File: config.mk
export PLATFORM = sky130hd
export DESIGN_NAME = mdu_hilo_flat
export DESIGN_NICKNAME = d
export VERILOG_FILES = /design/src/rtl/mdu_hilo_if.sv /design/src/rtl/mdu_hilo.sv /design/src/flat_wrapper.sv
export SDC_FILE = /design/constraint.sdc
export NUM_CORES = 1
export LEC_CHECK = 0
export ABC_AREA = 1
export BUFFER_PORTS_ARGS = -buffer_cell sky130_fd_sc_hd__buf_2
export CAP_MARGIN = 20
export CORE_MARGIN = 1
export CORE_UTILIZATION = 60
export DETAILED_ROUTE_END_ITERATION = 12
export HOLD_SLACK_MARGIN = 0.02
export PLACE_DENSITY = 0.85
export SLEW_MARGIN = 20
export SYNTH_ARGS = -nofsm -noshare
export SYNTH_HDL_FRONTEND = slang
export SYNTH_SLANG_ARGS = --single-unit
File: constraint.sdc
create_clock -name clk -period 12.3 [get_ports clk]
set_clock_uncertainty 0.1 [all_clocks]
set_input_delay 3.69 -clock clk [delete_from_list [all_inputs] [get_ports clk]]
set_output_delay 3.69 -clock clk [all_outputs]
set_load 0.05 [all_outputs]
File: src/rtl/mdu_hilo_if.sv
// mdu_hilo_if: request/result bundle between the multicycle controller and the
// HI/LO multiply/divide unit. The controller owns the master side.
interface mdu_hilo_if;
    logic        start;
    logic [1:0]  op;
    logic [31:0] rs_data;
    logic [31:0] rt_data;
    logic        hi_we;
    logic        lo_we;
    logic        busy;
    logic        done;
    logic [31:0] hi;
    logic [31:0] lo;

    modport master (
        output start, op, rs_data, rt_data, hi_we, lo_we,
        input  busy, done, hi, lo
    );

    modport slave (
        input  start, op, rs_data, rt_data, hi_we, lo_we,
        output busy, done, hi, lo
    );
endinterface

File: src/rtl/mdu_hilo.sv
// mdu_hilo: iterative 32x32 multiply (shift-add) and divide (restoring) unit
// with its own HI/LO registers. One operand bit is processed per cycle, so a
// MULT/DIV takes 32 iteration cycles plus one sign-fixup cycle.
//
// Build option: define MDU_DIV_EN to build the divider. Without it, DIV/DIVU
// are accepted but complete immediately with HI/LO untouched.
module mdu_hilo (
    input  logic      clk,
    input  logic      rst,
    mdu_hilo_if.slave bus
);

    localparam int         ITER = 32;
    localparam logic [4:0] LAST = 5'(ITER - 1);

    // S_DIV is only ever entered when the divider is built.
    typedef enum logic [1:0] {
        S_IDLE = 2'd0,
        S_MUL  = 2'd1,
        S_DIV  = 2'd2,
        S_FIX  = 2'd3
    } state_t;

    state_t      state;
    logic [4:0]  cnt;
    logic [63:0] acc;      // mul: {partial product, multiplier}; div: quotient in [31:0]
    logic [31:0] a_mag;    // multiplicand magnitude / dividend magnitude
    logic        neg_q;    // operand signs differ: negate product / quotient
`ifdef MDU_DIV_EN
    logic [31:0] b_mag;    // divisor magnitude
    logic [31:0] rem;      // partial remainder (always < divisor)
    logic        neg_r;    // dividend negative: remainder takes its sign
    logic        div_zero;
    logic        is_div;
`endif

    logic        op_signed;
    logic        a_neg_in;
    logic        b_neg_in;
    logic [31:0] a_mag_in;
    logic [31:0] b_mag_in;
    logic [32:0] mul_sum;
    logic [63:0] mul_next;
    logic [63:0] prod_fix;
`ifdef MDU_DIV_EN
    logic [32:0] div_shift;
    logic [32:0] div_diff;
    logic [31:0] quo_fix;
    logic [31:0] rem_fix;
    logic [31:0] dvd_raw;
`endif

    // Operand conditioning, one iteration step and the sign fixup values.
    // NOTE: every signal here is assigned on every path, so no latch is inferred.
    always_comb begin
        op_signed = ~bus.op[0];
        a_neg_in  = op_signed & bus.rs_data[31];
        b_neg_in  = op_signed & bus.rt_data[31];
        a_mag_in  = a_neg_in ? -bus.rs_data : bus.rs_data;
        b_mag_in  = b_neg_in ? -bus.rt_data : bus.rt_data;

        mul_sum   = {1'b0, acc[63:32]} + (acc[0] ? {1'b0, a_mag} : 33'd0);
        mul_next  = {mul_sum, acc[31:1]};
        prod_fix  = neg_q ? -acc : acc;
`ifdef MDU_DIV_EN
        div_shift = {rem, acc[31]};
        div_diff  = div_shift - {1'b0, b_mag};
        quo_fix   = neg_q ? -acc[31:0] : acc[31:0];
        rem_fix   = neg_r ? -rem : rem;
        dvd_raw   = neg_r ? -a_mag : a_mag;
`endif
    end

    // Control FSM, iteration datapath and HI/LO registers.
    // NOTE: sequential state uses non-blocking assignments so every register
    // samples pre-edge values, independent of statement order.
    always_ff @(posedge clk or posedge rst) begin
        if (rst) begin
            state    <= S_IDLE;
            cnt      <= '0;
            acc      <= '0;
            a_mag    <= '0;
            neg_q    <= 1'b0;
`ifdef MDU_DIV_EN
            b_mag    <= '0;
            rem      <= '0;
            neg_r    <= 1'b0;
            div_zero <= 1'b0;
            is_div   <= 1'b0;
`endif
            bus.busy <= 1'b0;
            bus.done <= 1'b0;
            bus.hi   <= '0;
            bus.lo   <= '0;
        end else begin
            bus.done <= 1'b0;
            case (state)
                S_IDLE: begin
                    if (bus.start) begin
                        // start wins over a simultaneous MTHI/MTLO
                        cnt   <= '0;
                        a_mag <= a_mag_in;
                        neg_q <= a_neg_in ^ b_neg_in;
`ifdef MDU_DIV_EN
                        b_mag    <= b_mag_in;
                        rem      <= '0;
                        neg_r    <= a_neg_in;
                        div_zero <= (bus.rt_data == 32'd0);
                        is_div   <= bus.op[1];
                        acc      <= {32'd0, bus.op[1] ? a_mag_in : b_mag_in};
                        bus.busy <= 1'b1;
                        state    <= bus.op[1] ? S_DIV : S_MUL;
`else
                        acc <= {32'd0, b_mag_in};
                        if (bus.op[1]) begin
                            bus.done <= 1'b1;
                        end else begin
                            bus.busy <= 1'b1;
                            state    <= S_MUL;
                        end
`endif
                    end else begin
                        if (bus.hi_we) bus.hi <= bus.rs_data;
                        if (bus.lo_we) bus.lo <= bus.rs_data;
                    end
                end

                S_MUL: begin
                    acc <= mul_next;
                    cnt <= cnt + 5'd1;
                    if (cnt == LAST) state <= S_FIX;
                end

`ifdef MDU_DIV_EN
                S_DIV: begin
                    // trial subtract: keep the difference when it did not borrow
                    acc[31:0] <= {acc[30:0], ~div_diff[32]};
                    rem       <= div_diff[32] ? div_shift[31:0] : div_diff[31:0];
                    cnt       <= cnt + 5'd1;
                    if (cnt == LAST) state <= S_FIX;
                end
`endif

                S_FIX: begin
                    bus.busy <= 1'b0;
                    bus.done <= 1'b1;
                    state    <= S_IDLE;
`ifdef MDU_DIV_EN
                    if (is_div) begin
                        // divide by zero returns all-ones quotient and the raw dividend
                        bus.lo <= div_zero ? 32'hFFFF_FFFF : quo_fix;
                        bus.hi <= div_zero ? dvd_raw : rem_fix;
                    end else
`endif
                    begin
                        bus.hi <= prod_fix[63:32];
                        bus.lo <= prod_fix[31:0];
                    end
                end

                default: state <= S_IDLE;
            endcase
        end
    end

endmodule
File: src/flat_wrapper.sv
// flat-port wrapper written by rule: the top's interface ports become plain ports
module mdu_hilo_flat 
  (clk, rst, bus_start, bus_op, bus_rs_data, bus_rt_data, bus_hi_we, bus_lo_we, bus_busy, bus_done, bus_hi, bus_lo);
  mdu_hilo_if bus_i ();
  input  logic clk;
  input  logic rst;
  input wire logic [$bits(bus_i.start)-1:0] bus_start;
  input wire logic [$bits(bus_i.op)-1:0] bus_op;
  input wire logic [$bits(bus_i.rs_data)-1:0] bus_rs_data;
  input wire logic [$bits(bus_i.rt_data)-1:0] bus_rt_data;
  input wire logic [$bits(bus_i.hi_we)-1:0] bus_hi_we;
  input wire logic [$bits(bus_i.lo_we)-1:0] bus_lo_we;
  output wire logic [$bits(bus_i.busy)-1:0] bus_busy;
  output wire logic [$bits(bus_i.done)-1:0] bus_done;
  output wire logic [$bits(bus_i.hi)-1:0] bus_hi;
  output wire logic [$bits(bus_i.lo)-1:0] bus_lo;
  assign bus_i.start = bus_start;
  assign bus_i.op = bus_op;
  assign bus_i.rs_data = bus_rs_data;
  assign bus_i.rt_data = bus_rt_data;
  assign bus_i.hi_we = bus_hi_we;
  assign bus_i.lo_we = bus_lo_we;
  assign bus_busy = bus_i.busy;
  assign bus_done = bus_i.done;
  assign bus_hi = bus_i.hi;
  assign bus_lo = bus_i.lo;
  mdu_hilo u_core (.clk(clk), .rst(rst), .bus(bus_i));
endmodule
==> flow_summary_export.csv <==
group,metric,value,unit
outcome,status,"finished with violations",
outcome,violations,"DRC",
sta,setup-violations-final,0,
worst_setup_path,startpoint_type,"input pin",
worst_setup_path,worstSetupPathType,"in -> reg",
sta,post_route_minimum_period,5.55,ns
global_route,grt_start_max_net_pins,107,
placed_design,place.detailed.hpwl,37300,um
yosys,synthArstFlopShare,1.00,
cts,cts_made_buffers,17,
worst_setup_path,ff2ff_setup_slack,8.84,ns
detailed_routing,drc,12,
power,p_leak,7.68,nW
floorplan,design.core.area,0.0220,mm^2
floorplan,rows,54,
cts,maximum_clock_insertion_buffer_count,2,
global_route,wire_length_of_the_first_global_routing_pass,75800,um
sta,fmax,180,MHz
placed_design,gp_congestion,0.995,
floorplan,chipHeight,152,um
yosys,synth_instances,2157,
floorplan,die_w,152,um
placed_design,port_buffer_cells,136,
sta,max_slew.worst_pin.slew,1.05,ns
run,max_cap_viol_count,0,
detailed_routing,drt-pass1-iter-count,10,
sta,worst_hold_slack,0.385,ns
global_route,global_route.overflow_total,0,
worst_setup_path,worstPathArrival,5.79,ns
yosys,synthesis.yosys.warnings,0,
cts,cts_tree,"yes",
cts,worst_skew_pair.late_latency,0.45,ns
sta,max_slew_margin,0.293,
sta,grt_setup_unrepaired,"no",
cts,cts_hold_repair.buffers,0,
yosys,synth_fp_nets,2269,
sta,drv_slew,0,
yosys,synth-seq-cells,170,
cts,cts.reportedPaths.clkPinSlew,0.08,ns
global_route,number_of_global_route_vias_before_repair,14000,
cts,clk_sinks,170,
floorplan,boundaryPins,137,
global_route,grt_antenna_before_repair,0,
yosys,edff_count_synth,0,
cells_and_area,antenna_cells,0,
sta,post-route-period-util,0.452,
yosys,synth_sequential_area_ratio,0.315,
detailed_routing,post_route_wl,48000,um
sta,final-hold-violation-count,0,
worst_hold_path,worstHoldPathType,"reg -> reg",
worst_setup_path,cp_data_required_time,12.54,ns
floorplan,effective_utilization_at_floorplan,0.614,
global_route,gr-usage-all-layers,0.422,
yosys,synth.cell_area,0.0135,mm^2
detailed_routing,initialDrtViolationCount,1571,
worst_setup_path,biggest_fanout_along_the_worst_timing_path,33,
detailed_routing,route.detailed.wl_per_inst,18.9,um
cells_and_area,fin_nets,2364,
yosys,dominantRegCellSynth,"dfrtp_1",
power,vdd_ir_drop_max,180,uV
cells_and_area,area_growth_synth_to_finish,11.0,%
cells_and_area,layout.filler_cells,2029,
yosys,synth_area_per_cell,6.25,um^2
cells_and_area,multi_input_comb_area,0.00800,mm^2
cts,cts_resized,0,
yosys,synth.lib_cells_used.distinct,46,
cells_and_area,seqCellArea,0.00426,mm^2
floorplan,die_outline_area,0.0231,mm^2
detailed_routing,postRouteAntennaNets,0,
cts,htreeDepth,4,
cells_and_area,post_route_cells_drive_above_1_share,0.114,
detailed_routing,number_of_vias_per_cell,5.90,
detailed_routing,routed-via-count,15000,
power,power_density,264,mW/mm^2
worst_setup_path,crit_path_end_kind,"flop",
cts,cts_root_buf,"clkbuf_16",
sta,setup-tns-final,0,ns
cts,post-cts-setup-buffer-count,0,
==> layout make-up <==
cell class                 count  share of cell area
timing repair buffer         148              0.0528
multi-input combinational   1665               0.534
inverter                     250              0.0631
tap                          280              0.0234
clock inverter                15              0.0138
clock buffer                  17              0.0284
sequential                   170               0.284
==> cell usage after synthesis, types with 2 or more instances <==
library cell / n / area (um^2)
nand4_1: 12 / 75.1
nor3_1: 15 / 75.1
a22oi_1: 4 / 30.0
dfrtp_1: 170 / 4250
o21ai_4: 2 / 32.5
o211ai_1: 8 / 60.1
o22ai_1: 7 / 43.8
inv_2: 5 / 18.8
a21oi_2: 4 / 35.0
o21ai_1: 11 / 55.1
nor2_8: 3 / 60.1
nand3b_1: 7 / 52.6
or2_2: 8 / 50.1
nor2_1: 358 / 1340
nand2_4: 7 / 78.8
xor2_1: 26 / 228
nand3_1: 194 / 971
o21bai_1: 2 / 15.0
buf_1: 4 / 15.0
nand2_1: 565 / 2120
inv_1: 243 / 912
nor2_4: 5 / 56.3
nor4_1: 5 / 31.3
a22o_1: 2 / 17.5
o31ai_1: 3 / 22.5
nand3_2: 4 / 40.0
ha_1: 40 / 500
buf_2: 23 / 115
a21oi_1: 152 / 761
clkbuf_1: 43 / 161
o21ai_0: 156 / 781
and2_1: 4 / 25.0
a31oi_1: 23 / 144
nand2_2: 11 / 68.8
nor2_2: 18 / 113
o21ai_2: 3 / 26.3
==> where the power goes <==
| group | switching (mW) | internal [mW] | leakage, nW |
|---|---|---|---|
| Sequential | 0.269 | 0.818 | 2.06 |
| Clock | 0.296 | 0.284 | 0.305 |
| Combinational | 1.66 | 0.621 | 5.31 |
==> kinds of logic (layout without fill, tap and decap cells) <==
logic type,count (synthesis),in the layout,share of synthesized area
fa+ha+maj,41,41,0.0386
buf+inv,322,430,0.0927
xor+xnor,26,26,0.0169
simple gates,1217,1217,0.384
compound gates,381,381,0.152
flops,170,170,0.315
==> critical path, cell delays in order <==
cell and delay (ns):
buf_2 0.11, nor2_2 0.09, a21oi_2 0.13, buf_4 0.36, clkinv_1 0.93, nor2_1 0.40, a21oi_2 0.04
==> metrics by stage <==
stage / total power, mW / cells / instance area [um^2] / setup WS (ns) / utilization
after floorplan: 2.68 / 2157 / 13500 / 3.91 / -
after global placement: 3.26 / 2512 / 14300 / 6.38 / 0.652
after detailed placement: 3.31 / 2512 / 14300 / 6.23 / 0.652
after CTS: 3.90 / 2544 / 14900 / 6.70 / 0.681
after global routing: 4.20 / 2545 / 15000 / 6.61 / 0.682
final: 3.95 / 2545 / 15000 / 6.75 / 0.682
==> per-layer routing <==
metal	GRT usage	share of wire
met5	0	0
met4	0.268	0.069
met3	0.0730	0.080
met2	0.692	0.46
met1	0.518	0.39
==> registers in the layout, indices dropped and copies added, names as in the netlist <==
name             count
u_core.neg_q         1
u_core.bus.lo       32
u_core.acc          64
u_core.bus.done      1
u_core.cnt           5
u_core.bus.busy      1
u_core.state         2
u_core.a_mag        32
u_core.bus.hi       32
==> cell usage in the layout (no fill, tap or decap), types with 18 or more instances in the layout <==
master,n
nand2_1,565
nor2_1,357
inv_1,241
nand3_1,194
dfrtp_1,169
o21ai_0,156
a21oi_1,152
buf_2,136
ha_1,39
xor2_1,26
a31oi_1,23
nor2_2,18
==> final timing paths <==
kind / start / endpoint / cells past startpoint
max: bus_start / u_core.bus.hi[22] / 7
min: u_core.bus.busy / u_core.bus.busy / 2
max reg2reg: u_core.state[0] / u_core.bus.hi[22] / 8
min reg2reg: u_core.bus.busy / u_core.bus.busy / 2
max in group asynchronous: rst / u_core.a_mag[1] / 4
min in group asynchronous: rst / u_core.acc[4] / 2
Note: power is estimated with default switching activity, not from simulation.
